<file path="src/rtl/ps2_key_decoder.sv">
`default_nettype none
// ===========================================================================
// ps2_key_decoder: strips PS/2 prefixes, scans the scancode ROM, emits ASCII.
// Revision: 1.0
// ===========================================================================
module ps2_key_decoder #(
  parameter int ROM_DEPTH = 36,
  parameter int DIGITS    = 10
) (
  input  logic       clk,
  input  logic       rst,
  input  logic [7:0] in_data,
  input  logic       in_valid,
  output logic       in_ready,
  output logic       rom_r,
  output logic [7:0] rom_addr,
  input  logic [7:0] rom_data,
  output logic [7:0] ascii,
  output logic       key_valid,
  output logic       key_down,
  output logic [7:0] key_count,
  output logic       miss,
  output logic       overrun
);

  localparam int            AW   = 6;
  localparam logic [AW-1:0] LAST = AW'(ROM_DEPTH - 1);
  localparam logic [AW-1:0] DIG  = AW'(DIGITS);

  typedef enum logic [1:0] {
    IDLE   = 2'd0,
    BREAK  = 2'd1,
    SKIP   = 2'd2,
    SEARCH = 2'd3
  } state_t;

  state_t        state, state_n;
  logic [AW-1:0] addr, addr_n;
  logic [7:0]    code_reg, code_n;
  logic [7:0]    held_code, held_n;
  logic [7:0]    ascii_n, count_n;
  logic          down_n, kv_n, miss_n;

  always_ff @(posedge clk or posedge rst) begin
    if (rst) begin
      state     <= IDLE;
      addr      <= '0;
      code_reg  <= 8'h00;
      held_code <= 8'h00;
      ascii     <= 8'h00;
      key_count <= 8'h00;
      key_down  <= 1'b0;
      key_valid <= 1'b0;
      miss      <= 1'b0;
      overrun   <= 1'b0;
      in_ready  <= 1'b1;
      rom_r     <= 1'b1;
    end else begin
      state     <= state_n;
      addr      <= addr_n;
      code_reg  <= code_n;
      held_code <= held_n;
      ascii     <= ascii_n;
      key_count <= count_n;
      key_down  <= down_n;
      key_valid <= kv_n;
      miss      <= miss_n;
      overrun   <= overrun | (in_valid & ~in_ready);
      // SKIP must still take its one discarded byte, so only SEARCH refuses input
      in_ready  <= (state_n != SEARCH);
      rom_r     <= (state_n != SEARCH);
    end
  end

  assign rom_addr = {2'b00, addr};

  always_comb begin
    state_n = state;
    addr_n  = addr;
    code_n  = code_reg;
    held_n  = held_code;
    ascii_n = ascii;
    count_n = key_count;
    down_n  = key_down;
    kv_n    = 1'b0;
    miss_n  = 1'b0;

    case (state)
      IDLE: begin
        if (in_valid) begin
          if (in_data == 8'hF0) begin
            state_n = BREAK;
          end else if (in_data == 8'hE0) begin
            state_n = SKIP;
          end else if (!(key_down && (in_data == held_code))) begin
            code_n  = in_data;
            addr_n  = '0;
            state_n = SEARCH;
          end
        end
      end
      BREAK: begin
        if (in_valid) begin
          if (key_down && (in_data == held_code)) begin
            down_n = 1'b0;
          end
          state_n = IDLE;
        end
      end
      SKIP: begin
        if (in_valid) begin
          state_n = IDLE;
        end
      end
      SEARCH: begin
        if (rom_data == code_reg) begin
          if (addr < DIG) begin
            ascii_n = 8'h30 + {2'b00, addr};
          end else begin
            ascii_n = 8'h41 + {2'b00, addr} - {2'b00, DIG};
          end
          kv_n    = 1'b1;
          held_n  = code_reg;
          down_n  = 1'b1;
          count_n = key_count + 8'd1;
          state_n = IDLE;
        end else if (addr == LAST) begin
          miss_n  = 1'b1;
          state_n = IDLE;
        end else begin
          addr_n = addr + AW'(1);
        end
      end
      default: state_n = IDLE;
    endcase
  end

endmodule
`default_nettype wire

</file>
<file path="config.mk">
export PLATFORM = sky130hd
export DESIGN_NAME = ps2_key_decoder
export DESIGN_NICKNAME = d
export VERILOG_FILES = /design/src/rtl/ps2_key_decoder.sv
export SDC_FILE = /design/constraint.sdc
export NUM_CORES = 1
export LEC_CHECK = 0
export CORE_ASPECT_RATIO = 2
export CORE_MARGIN = 2
export CORE_UTILIZATION = 30
export DETAILED_ROUTE_END_ITERATION = 10
export DONT_BUFFER_PORTS = 1
export HOLD_SLACK_MARGIN = 0.08
export PLACE_DENSITY = 0.44
export SLEW_MARGIN = 20
export SYNTH_ARGS = -nofsm -noshare
export SYNTH_HDL_FRONTEND = slang
export SYNTH_SLANG_ARGS = --single-unit
</file>
<file path="constraint.sdc">
create_clock -name clk -period 2 [get_ports clk]
set_input_delay 0.1 -clock clk [delete_from_list [all_inputs] [get_ports clk]]
set_output_delay 0.1 -clock clk [all_outputs]
set_load 0.05 [all_outputs]
</file>
======== After elaboration in Yosys (flattened, before gate mapping) ========
Cells that the tools add are included.
cells by class
  reduce and logical (&&, ||, !) cells .... 9
  equality and inequality tests ........... 18
  magnitude comparators ................... 1
  bitwise gates (word level) .............. 6
  add/subtract/negate cells ............... 5
  muxes and demuxes ....................... 25
operators with widths
  operator             number
  $mux 6               6
  $ne 2x2->1 const B   10
  $eq 8x8->1           2
  $eq 8x8->1 const B   2
  $mux 2               7
  $pmux 6 s2           1
  $add 7x6->8 const A  1
  $add 8x1->8 const B  1
  $mux 1               8
  $mux 8               1
  $sub 8x4->8 const B  1
  $add 6x6->7 const A  1
  $reduce_and 7->1     1
  $add 6x1->6 const B  1
  $eq 6x6->1 const B   1
  $lt 6x4->1 const B   1
  $pmux 2 s3           1
  $reduce_and 5->1     1
  $eq 2x2->1 const B   2
  $not 1->1            4
  $reduce_and 4->1     1
  $reduce_bool 2->1    2
  $eq 2x1->1 const B   1
  $logic_not 2->1      1
  6 further kinds      6
word-level totals
  bits of input ports ..................... 19
  logic and storage cells ................. 75
  register bits after elaboration ......... 45
  output and inout bits ................... 30

======== Longest topological paths before layout ========
Gate-level depths: netlist (run 1).
  depth after elaboration ................. 8
  gate-level depth with buffers ........... 7
  mapped depth without buffers ............ 7

======== Least setup slack after synthesis (run 1) ========
No wires, ideal clock.
  path kind ............................... flip-flop to flip-flop
  start ................................... register addr[4]
  end ..................................... register addr[0]
  path buffers ............................ 0
  setup slack ............................. -0.113 ns
  cell stages (with the launch flop) ...... 8
  library setup time ...................... 0.083 ns
  clock period less this slack ............ 2.113 ns
  required time ........................... 1.917 ns
  arrival time ............................ 2.031 ns
  cell sequence ........................... dfrtp_1 inv_1 ha_1 or4bb_1 nand2_1 a21o_2 or4b_1 o21ai_0
between the ends
  cells in the longest elaborated chain, start to end .. 3
RTL lines
  element                            line  RTL
  start, declared                    38    logic [AW-1:0] addr, addr_n;
  start signal, assigned             60    addr <= addr_n;
  $eq 6x6->1                         127   end else if (addr == LAST) begin
  $ne 2x2->1 (no source line)        --
  $reduce_and 7->1 (no source line)  --
Every way passes these cells.
A chain may end at the register's enable or synchronous reset.

======== Worst setup path after layout (run 1) ========
  start ................................... register code_reg[5]
  end ..................................... register key_count[7]
between the ends
  cells in the longest elaborated chain, start to end .. 2
RTL lines
  element                            line  RTL
  start, declared                    39    logic [7:0] code_reg, code_n;
  start signal, assigned             61    code_reg <= code_n;
  $eq 8x8->1                         116   if (rom_data == code_reg) begin
  $reduce_and 2->1 (no source line)  --
  end signal, assigned               64    key_count <= count_n;
  end, declared                      21    output logic [7:0] key_count,
Every way passes these cells.

==> results of run 1 <==
==> layout by cell type, fill, tap and decap left out, types with 8 or more instances in the layout <==
master and n:
nor2_1 8, xor2_1 16, nand2_1 18, ha_1 8, dlygate4sd3_1 10, o21ai_0 8
dfrtp_1 40, inv_1 15, mux2_2 19, xnor2_1 12, buf_4 23
==> logic make-up after synthesis <==
kind of cell | Yosys count | synth area share [%]
compound gates | 37 | 11.2
xor+xnor | 28 | 10.2
fa+ha+maj | 9 | 4.67
buf+inv | 27 | 5.39
flops | 44 | 45.7
mux | 20 | 9.28
other cells | 1 | 0.155
simple gates | 55 | 13.5
==> final cells by class <==
cell class | count | area (um2)
inverter | 16 | 60.1
multi-input combinational | 152 | 1190
tap | 96 | 120
clock buffer | 6 | 129
timing repair buffer | 34 | 293
clock inverter | 2 | 60.1
fill | 788 | 4930
sequential | 44 | 1110
==> what timing repair did <==
item | 4_1_cts | 5_1_grt
hold buffers | 10 | 0
setup endpoints to repair | 0 | 8
resized for setup | 0 | 1
endpoints found under the hold margin | 38 | 0
==> worst max-delay path, stage by stage, from the launching register on <==
cell	delay (ns)
dfrtp_1	0.40
xor2_1	0.18
nor4_2	0.36
nand3_1	0.19
buf_4	0.25
nor3_2	0.21
xor2_1	0.16
==> metal layers <==
layer	global-route usage [%]	wire length, um
met5	0	0
met4	6.48	143
met3	4.02	261
met2	29.4	3550
met1	13.2	1940
==> power breakdown <==
part           internal, mW  switching, mW  leakage (nW)
logic                 0.660          0.836         0.668
registers              1.08          0.256         0.579
clock network         0.716          0.345        0.0911
==> worst paths after layout <==
path	endpoint	slack [ns]
setup / recovery	key_count[7]	0.17
hold reg to reg	held_code[0]	0.53
hold / removal	rom_r	0.09
setup reg to reg	key_count[7]	0.17
max in group asynchronous	key_count[1]	1.02
min in group asynchronous	code_reg[6]	0.36
==> metrics.md, run 1 <==
| Metric | Value |
|---|---|
| Status | finished, final reports clean |
| First-pass GRT wire length | 9410 um |
| CTS tree | built |
| Overall Power | 3.90 mW |
| Max-cap violations | 0 |
| Clock Pin Slew Worst Setup and Hold Paths | 0.06 ns |
| Total number of vias | approximately 1700 |
| Slew headroom | 56.7% |
| Final net count | 281 |
| Fmax | approximately 0.55 GHz |
| Root Buffer Master | clkbuf_16 |
| Clock Latency Late Sink | 0.29 ns |
| Drt drc | 0 |
| Peak supply drop | between 600 and 700 uV |
| Port buffer count | 0 |
| Util after Layout | 37.5% |
| Tcrit/Tclk final | 91.3% |
| Fin worst setup slack | 0.175 ns |
| Most used DFF post-synth | dfrtp_1 |
| Top-count cell post-synth | dfrtp_1 |
| Final cell count without fillers | between 300 and 400 |
| Post-synth top area share | 44.6% |
| Yosys cell types | 51 |
| Hold Crit Class | primary input to register |
| Final instance area | 0.00296 mm2 |
| Count of final hold-check violations | 0 |
| Fin crit period | 1.83 ns |
| Grt total ovfl | 0 |
| Initial antenna violation count | 0 |
| Layout area overhead | 22.6% |
| Inserted Diodes | 0 |
| Core area | 0.00789 mm2 |
| Fin. max-slew vios | 0 |
| Leak Pwr | 1.34 nW |
| Cell Rows | 46 |
| CTS Sinks | 44 |
| Setup TNS | 0 ns |
| Vias/cell | about 4.9 |
| Cells after synthesis | approximately 220 |
| #FFs+latches synth | between 40 and 50 |
| Crit end category | register |
| Ranking of synthesized cells by area | dfrtp_1 (45%), mux2_2 (8.9%), xor2_1 (5.8%) |
| Die Ht | roughly 130 um |
| Critical path peak fanout | 16 |
| Vias in the first global route | 1864 |
| Clock buffer depth | 2 |
| Placed Cells incl. Taps | ~330 |
| Die area | slightly below 0.009 mm2 |
| Post-CTS Setup Bufs | 0 |
| H-tree depth | 2 |
| Synth Warn # | 0 |
| Post-synthesis async set-or-reset flop share | 100% |
| Arrival time worst endpoint | 2.03 ns |
| Worst-margin pin slew | 0.649 ns |
| Number of flops mapped to enable cells by yosys | 0 |
| Hold path startpoint | in_data[6] |
| Synth Area per Inst | roughly 11 um2 |
| Register area share after synthesis | 45.7% |
| Worst Clk Skew | 0.00504 ns |
| Ports | 49 |
| Gp weighted congestion | 0.742 |
| CP Class | register to register |
| Setup-failing EPs final | 0 |
| Wire per inst | 16.8 um |
| Synth cell count leaders | dfrtp_1 (43), mux2_2 (19), nand2_1 (18) |
| WHS | 0.0874 ns |
| Critical Path Source | code_reg[5] |
| Initial Utilization | between 30% and 40% |
| TritonRoute pass-1 iters | 4 |
| Area leader, netlist | dfrtp_1 |
| Die W | ~67 um |
| DP Area | 0.00267 mm2 |
| Remaining antenna violation count after routing | 0 |
| Hold path depth | 2 |
| DP Wirelength | 4550 um |
| Worst setup SP type | register |
| Setup slack after placement | 0.103 ns |
| Initial DRC Count | 28 |
| Pwr dens | roughly 1300 mW/mm2 |
| WL final | 5890 um |
| Worst Reg-to-Reg Cells | 6 |
| RSZ-0062 raised after global routing | no |
| RR Startpoint | code_reg[5] |
| Largest net degree at the start of global routing | 31 |
| Total CTS buffers | 5 |
| Critical Path RT | 2.21 ns |
| Layout cells sized above 1 | 27.6% |
| Gr usage total | 14.8% |
| Synthesized area | 0.00241 mm2 |
Power figures use the tool's default switching activity.
==> run 2, diff against run 1 <==
--- a/config.mk
+++ b/config.mk
@@ -11,7 +11,7 @@
 export DETAILED_ROUTE_END_ITERATION = 10
 export DONT_BUFFER_PORTS = 1
 export HOLD_SLACK_MARGIN = 0.08
-export PLACE_DENSITY = 0.44
+export PLACE_DENSITY = 0.45
 export SLEW_MARGIN = 20
 export SYNTH_ARGS = -nofsm -noshare
 export SYNTH_HDL_FRONTEND = slang
==> constraint.sdc (replaced) <==
create_clock -name clk -period 1.6 [get_ports clk]
set_input_delay 0.08 -clock clk [delete_from_list [all_inputs] [get_ports clk]]
set_output_delay 0.08 -clock clk [all_outputs]
set_load 0.05 [all_outputs]
==> metrics.md, run 2 (same netlist as run 1, synthesis figures left out) <==
| Metric | Value |
|---|---|
| Count of final hold-check violations | 0 |
| Vias in the first global route | 2032 |
| Layout area overhead | 50.2% |
| Cell Rows | 46 |
| Routing usage on met3 | under 10% |
| WL final | 6410 um |
| Grt total ovfl | 0 |
| Die W | 67.4 um |
| CTS tree | built |
| TritonRoute pass-1 iters | 4 |
| Global route hottest layer | met2 |
| Worst setup SP type | register |
| Clock buffer depth | 2 |
| Layout cells sized above 1 | 51.5% |
| Final net count | 328 |
| Die area | between 0.008 and 0.009 mm2 |
| Worst-margin pin slew | 0.532 ns |
| Setup-failing EPs final | 41 |
| CTS Sinks | 44 |
| Peak supply drop | between 700 and 800 uV |
| Final instance area | about 0.0036 mm2 |
| Wire per inst | 16.1 um |
| Port buffer count | 0 |
| Largest net degree at the start of global routing | 29 |
| Pwr dens | roughly 1600 mW/mm2 |
| Initial Utilization | a little under a third |
| Fin worst setup slack | -0.176 ns |
| Max-cap violations | 0 |
| Hold Crit Class | primary input to register |
| RSZ-0062 raised after global routing | yes |
| H-tree depth | 2 |
| Root Buffer Master | clkbuf_16 |
| Fin crit period | 1.78 ns |
| Tcrit/Tclk final | 111% |
| Initial DRC Count | 39 |
| Gr usage total | 15.9% |
| Fmax | 0.563 GHz |
| Initial antenna violation count | 0 |
| Core area | 0.00789 mm2 |
| Status | finished with violations |
| Slew headroom | 64.5% |
| Met1 usage | 14.6% |
| WHS | 0.132 ns |
| CP Class | register to register |
| Vias/cell | roughly 4.9 |
| Failing checks | negative setup slack |
| Critical Path RT | between 1.5 and 2 ns |
| Final cell count without fillers | ~400 |
| Total CTS buffers | 5 |
| Die Ht | 131 um |
| First-pass GRT wire length | 10200 um |
| Crit end category | register |
| Drt drc | 0 |
| Util after Layout | 46.0% |
| Inserted Diodes | 0 |
| Remaining antenna violation count after routing | 0 |
| Fin. max-slew vios | 0 |
| Leak Pwr | 1.67 nW |
| Overall Power | about 5.7 mW |
| Grt met2 use | 30.7% |
| DP Wirelength | 4750 um |
| Arrival time worst endpoint | 1.95 ns |
| Gp weighted congestion | around 0.82 |
| Critical path peak fanout | 6 |
| Placed Cells incl. Taps | 367 |
| Commonest cells after routing, fill and taps aside | buf_4 (57), dfrtp_1 (36), xor2_1 (13) |
| DP Area | around 0.0030 mm2 |
| Commonest non-fill, non-tap cell in the layout | buf_4 |
| Worst Clk Skew | 0.00314 ns |
| Clock Pin Slew Worst Setup and Hold Paths | 0.07 ns |
| Ports | 49 |
| FF-to-FF setup slack | -0.18 ns |
| Total number of vias | 1929 |
| Clock Latency Late Sink | 0.29 ns |
| Fillers | 745 |
==> run 2: per-layer routing <==
layer / share of wire, % / vias to the layer above
met3: 4.4 / 16
li1: - / 922
met2: 59 / 44
met5: 0 / -
met4: 3.7 / 0
met1: 33 / 947
==> run 2: worst paths after layout <==
check | depth (start not counted) | to | startpoint
max | 8 | addr[1] | addr[4]
min | 2 | rom_r | in_data[6]
max in group asynchronous | 3 | addr[4] | rst
min reg2reg | 2 | ascii[0] | ascii[0]
min in group asynchronous | 2 | overrun | rst
max reg2reg | 8 | addr[1] | addr[4]
==> run 2: final cells by class <==
type,instances,area [um2],share of cell area [%]
clock inverters,3,46.3,1.28
multi-input cells,152,1450,40.1
inverters,16,60.1,1.66
repair buffers,81,709,19.6
well taps,96,120,3.31
flip-flops and latches,44,1110,30.7
clock buffers,5,125,3.45
==> run 2: power by group <==
| part | leakage (nW) | switching (mW) | total [mW] | internal [mW] |
|---|---|---|---|---|
| sequential | 0.573 | 0.230 | 1.59 | 1.36 |
| combinational | 1.02 | 1.44 | 2.87 | 1.43 |
| clock | 0.0804 | 0.472 | 1.21 | 0.743 |
| total | 1.67 | 2.14 | 5.67 | 3.53 |
==> run 2: worst max-delay path, stage by stage, from the launching register on <==
cell and delay (ns):
dfrtp_2 0.40, inv_2 0.07, ha_4 0.12, or4bb_4 0.54, nand2_2 0.08, a21o_4 0.13, buf_6 0.11, a21oi_4 0.07
mux2i_1 0.12
==> run 2: per-stage QoR <==
| stage | worst slack, ns | setup TNS (ns) |
|---|---|---|
| 2_1_floorplan | -0.278 | -2.84 |
| 3_3_place_gp | -0.193 | -4.42 |
| 3_5_place_dp | -0.198 | -4.59 |
| 4_1_cts | -0.196 | -5.07 |
| 5_1_grt | -0.261 | -8.49 |
| 6_report | -0.176 | -4.19 |
==> run 2: what timing repair did <==
| item | CTS | global route |
|---|---|---|
| gates resized for setup | 20 | 38 |
| pin swaps | 10 | 20 |
| setup endpoints to repair | 41 | 42 |
| cloned | 1 | 0 |
| hold endpoints to repair | 57 | 0 |
| setup buffers | 6 | 7 |
| hold buffers | 11 | 0 |
==> run 3, diff against run 2 <==
--- a/config.mk
+++ b/config.mk
@@ -5,13 +5,15 @@
 export SDC_FILE = /design/constraint.sdc
 export NUM_CORES = 1
 export LEC_CHECK = 0
+export CELL_PAD_IN_SITES_DETAIL_PLACEMENT = 1
+export CELL_PAD_IN_SITES_GLOBAL_PLACEMENT = 2
 export CORE_ASPECT_RATIO = 2
 export CORE_MARGIN = 2
 export CORE_UTILIZATION = 30
 export DETAILED_ROUTE_END_ITERATION = 10
 export DONT_BUFFER_PORTS = 1
 export HOLD_SLACK_MARGIN = 0.08
-export PLACE_DENSITY = 0.45
+export PLACE_DENSITY = 0.64
 export SLEW_MARGIN = 20
 export SYNTH_ARGS = -nofsm -noshare
 export SYNTH_HDL_FRONTEND = slang
==> metrics.md, run 3 (same netlist as run 1, synthesis figures left out) <==
| Metric | Value |
|---|---|
| CTS Sinks | 44 |
| Overall Power | 5.48 mW |
| Placed Cells incl. Taps | 370 |
| CP Class | register to register |
| Drt drc | 0 |
| Clock Pin Slew Worst Setup and Hold Paths | approximately 0.06 ns |
| Fin worst setup slack | -0.183 ns |
| Fmax | 0.561 GHz |
| Gr usage total | 17.1% |
| Tcrit/Tclk final | 111% |
| RR Startpoint | code_reg[2] |
| Initial DRC Count | 36 |
| Util after Layout | 45.0% |
| Total CTS buffers | 5 |
| Root Buffer Master | clkbuf_16 |
| Worst setup SP type | register |
| Grt total ovfl | 0 |
| Core area | 0.00789 mm2 |
| Clock Latency Late Sink | 0.29 ns |
| Leak Pwr | 1.64 nW |
| Die W | ~67 um |
| FF-to-FF setup slack | -0.18 ns |
| Vias in the first global route | 2237 |
| Final cell count without fillers | between 300 and 400 |
| Count of final hold-check violations | 0 |
| Final net count | 330 |
| Hold path depth | 3 |
| Initial Utilization | 30.6% |
| Layout cells sized above 1 | between 40% and 50% |
| Layout area overhead | 47.0% |
| Critical path peak fanout | 5 |
| WHS | 0.0849 ns |
| Arrival time worst endpoint | 2.00 ns |
| Pwr dens | 1550 mW/mm2 |
| Wire per inst | about 17 um |
| RSZ-0062 raised after global routing | yes |
| Ports | 49 |
| Critical Path RT | 1.81 ns |
| Commonest cells after routing, fill and taps aside | buf_4 (62), dfrtp_1 (36), xor2_1 (16) |
| Cell Rows | 46 |
| H-tree depth | 2 |
| RR Endpoint | addr[0] |
| Crit end category | register |
| Failing checks | negative setup slack |
| Hold endpoint | rom_r |
| First-pass GRT wire length | about 11000 um |
| Hold path startpoint | in_valid |
| Max-cap violations | 0 |
| WL final | 6980 um |
| Total number of vias | 1941 |
| Hold Crit Class | primary input to register |
| Initial antenna violation count | 0 |
| Inserted Diodes | 0 |
| Worst Reg-to-Reg Cells | 7 |
| Setup-failing EPs final | 41 |
| DP Wirelength | 5140 um |
| Largest net degree at the start of global routing | 27 |
| Port buffer count | 0 |
| Clock buffer depth | 2 |
| Remaining antenna violation count after routing | 0 |
| Die Ht | around 130 um |
| Die area | 0.00882 mm2 |
| Fin crit period | ~1.8 ns |
| Commonest non-fill, non-tap cell in the layout | buf_4 |
| Fin. max-slew vios | 0 |
| TritonRoute pass-1 iters | 4 |
| Setup slack after placement | -0.194 ns |
| Status | finished with violations |
| Vias/cell | 4.86 |
| Peak supply drop | 660 uV |
| CTS tree | built |
| Worst Clk Skew | 0.00695 ns |
| Gp weighted congestion | 0.774 |
-- run 3: cell types whose count changed in the layout (fill, tap and decap cells not counted), sizes merged --
cell         delta
clkbuf          +1
dlygate4sd3     +1
buf             +1
clkinv          +1
inv             -1
bufinv          -1
-- run 3: area by class of cell --
class | instances | area [um2]
Fill cell | 877 | 4340
Multi-Input combinational cell | 152 | 1410
Sequential cell | 44 | 1110
Timing Repair Buffer | 83 | 704
Clock buffer | 6 | 129
Tap cell | 96 | 120
Inverter | 16 | 60.1
Clock inverter | 2 | 12.5
-- run 3: worst max path at each step --
stage	from	end	depth (start not counted)
global route	code_reg[7]	key_count[7]	6
global placement	addr[4]	state[0]	7
floorplan	addr[1]	state[0]	6
detailed placement	addr[1]	state[0]	6
finish	code_reg[2]	addr[0]	7
CTS	code_reg[5]	key_count[7]	6
-- run 3: worst max-delay path, stage by stage, from the launching register on --
cell     delay [ns]
dfrtp_1        0.39
xor2_1         0.19
nor4_2         0.07
buf_4          0.15
buf_6          0.11
a21o_4         0.23
or4b_1         0.46
o21ai_1        0.09
-- run 3: power by group --
| group | leakage, nW | internal, mW | total [mW] | switching [mW] |
|---|---|---|---|---|
| logic | 1.00 | 1.44 | 2.90 | 1.46 |
| clock network | 0.0669 | 0.577 | 1.02 | 0.439 |
| registers | 0.573 | 1.36 | 1.57 | 0.211 |
-- run 3: metal layers --
layer / wire [um] / GRT usage, %
met4: 164 / 7.44
met2: 4450 / 34.9
met5: 0 / 0
met3: 230 / 3.68
met1: 2140 / 15.0
-- run 3: what timing repair did --
item,CTS,global route
setup buffers,6,4
resized for setup,29,10
endpoints found under the hold margin,55,1
endpoints found under the setup margin,42,43
hold buffers,11,1
pin swaps,11,10
-- run 3: through the flow --
| step | setup TNS, ns | area [um2] |
|---|---|---|
| 5_1_grt | -8.28 | 3550 |
| 3_5_place_dp | -5.09 | 3050 |
| 6_report | -3.32 | 3550 |
| 2_1_floorplan | -2.84 | 2530 |
| 4_1_cts | -4.33 | 3450 |
| 3_3_place_gp | -4.30 | 3050 |
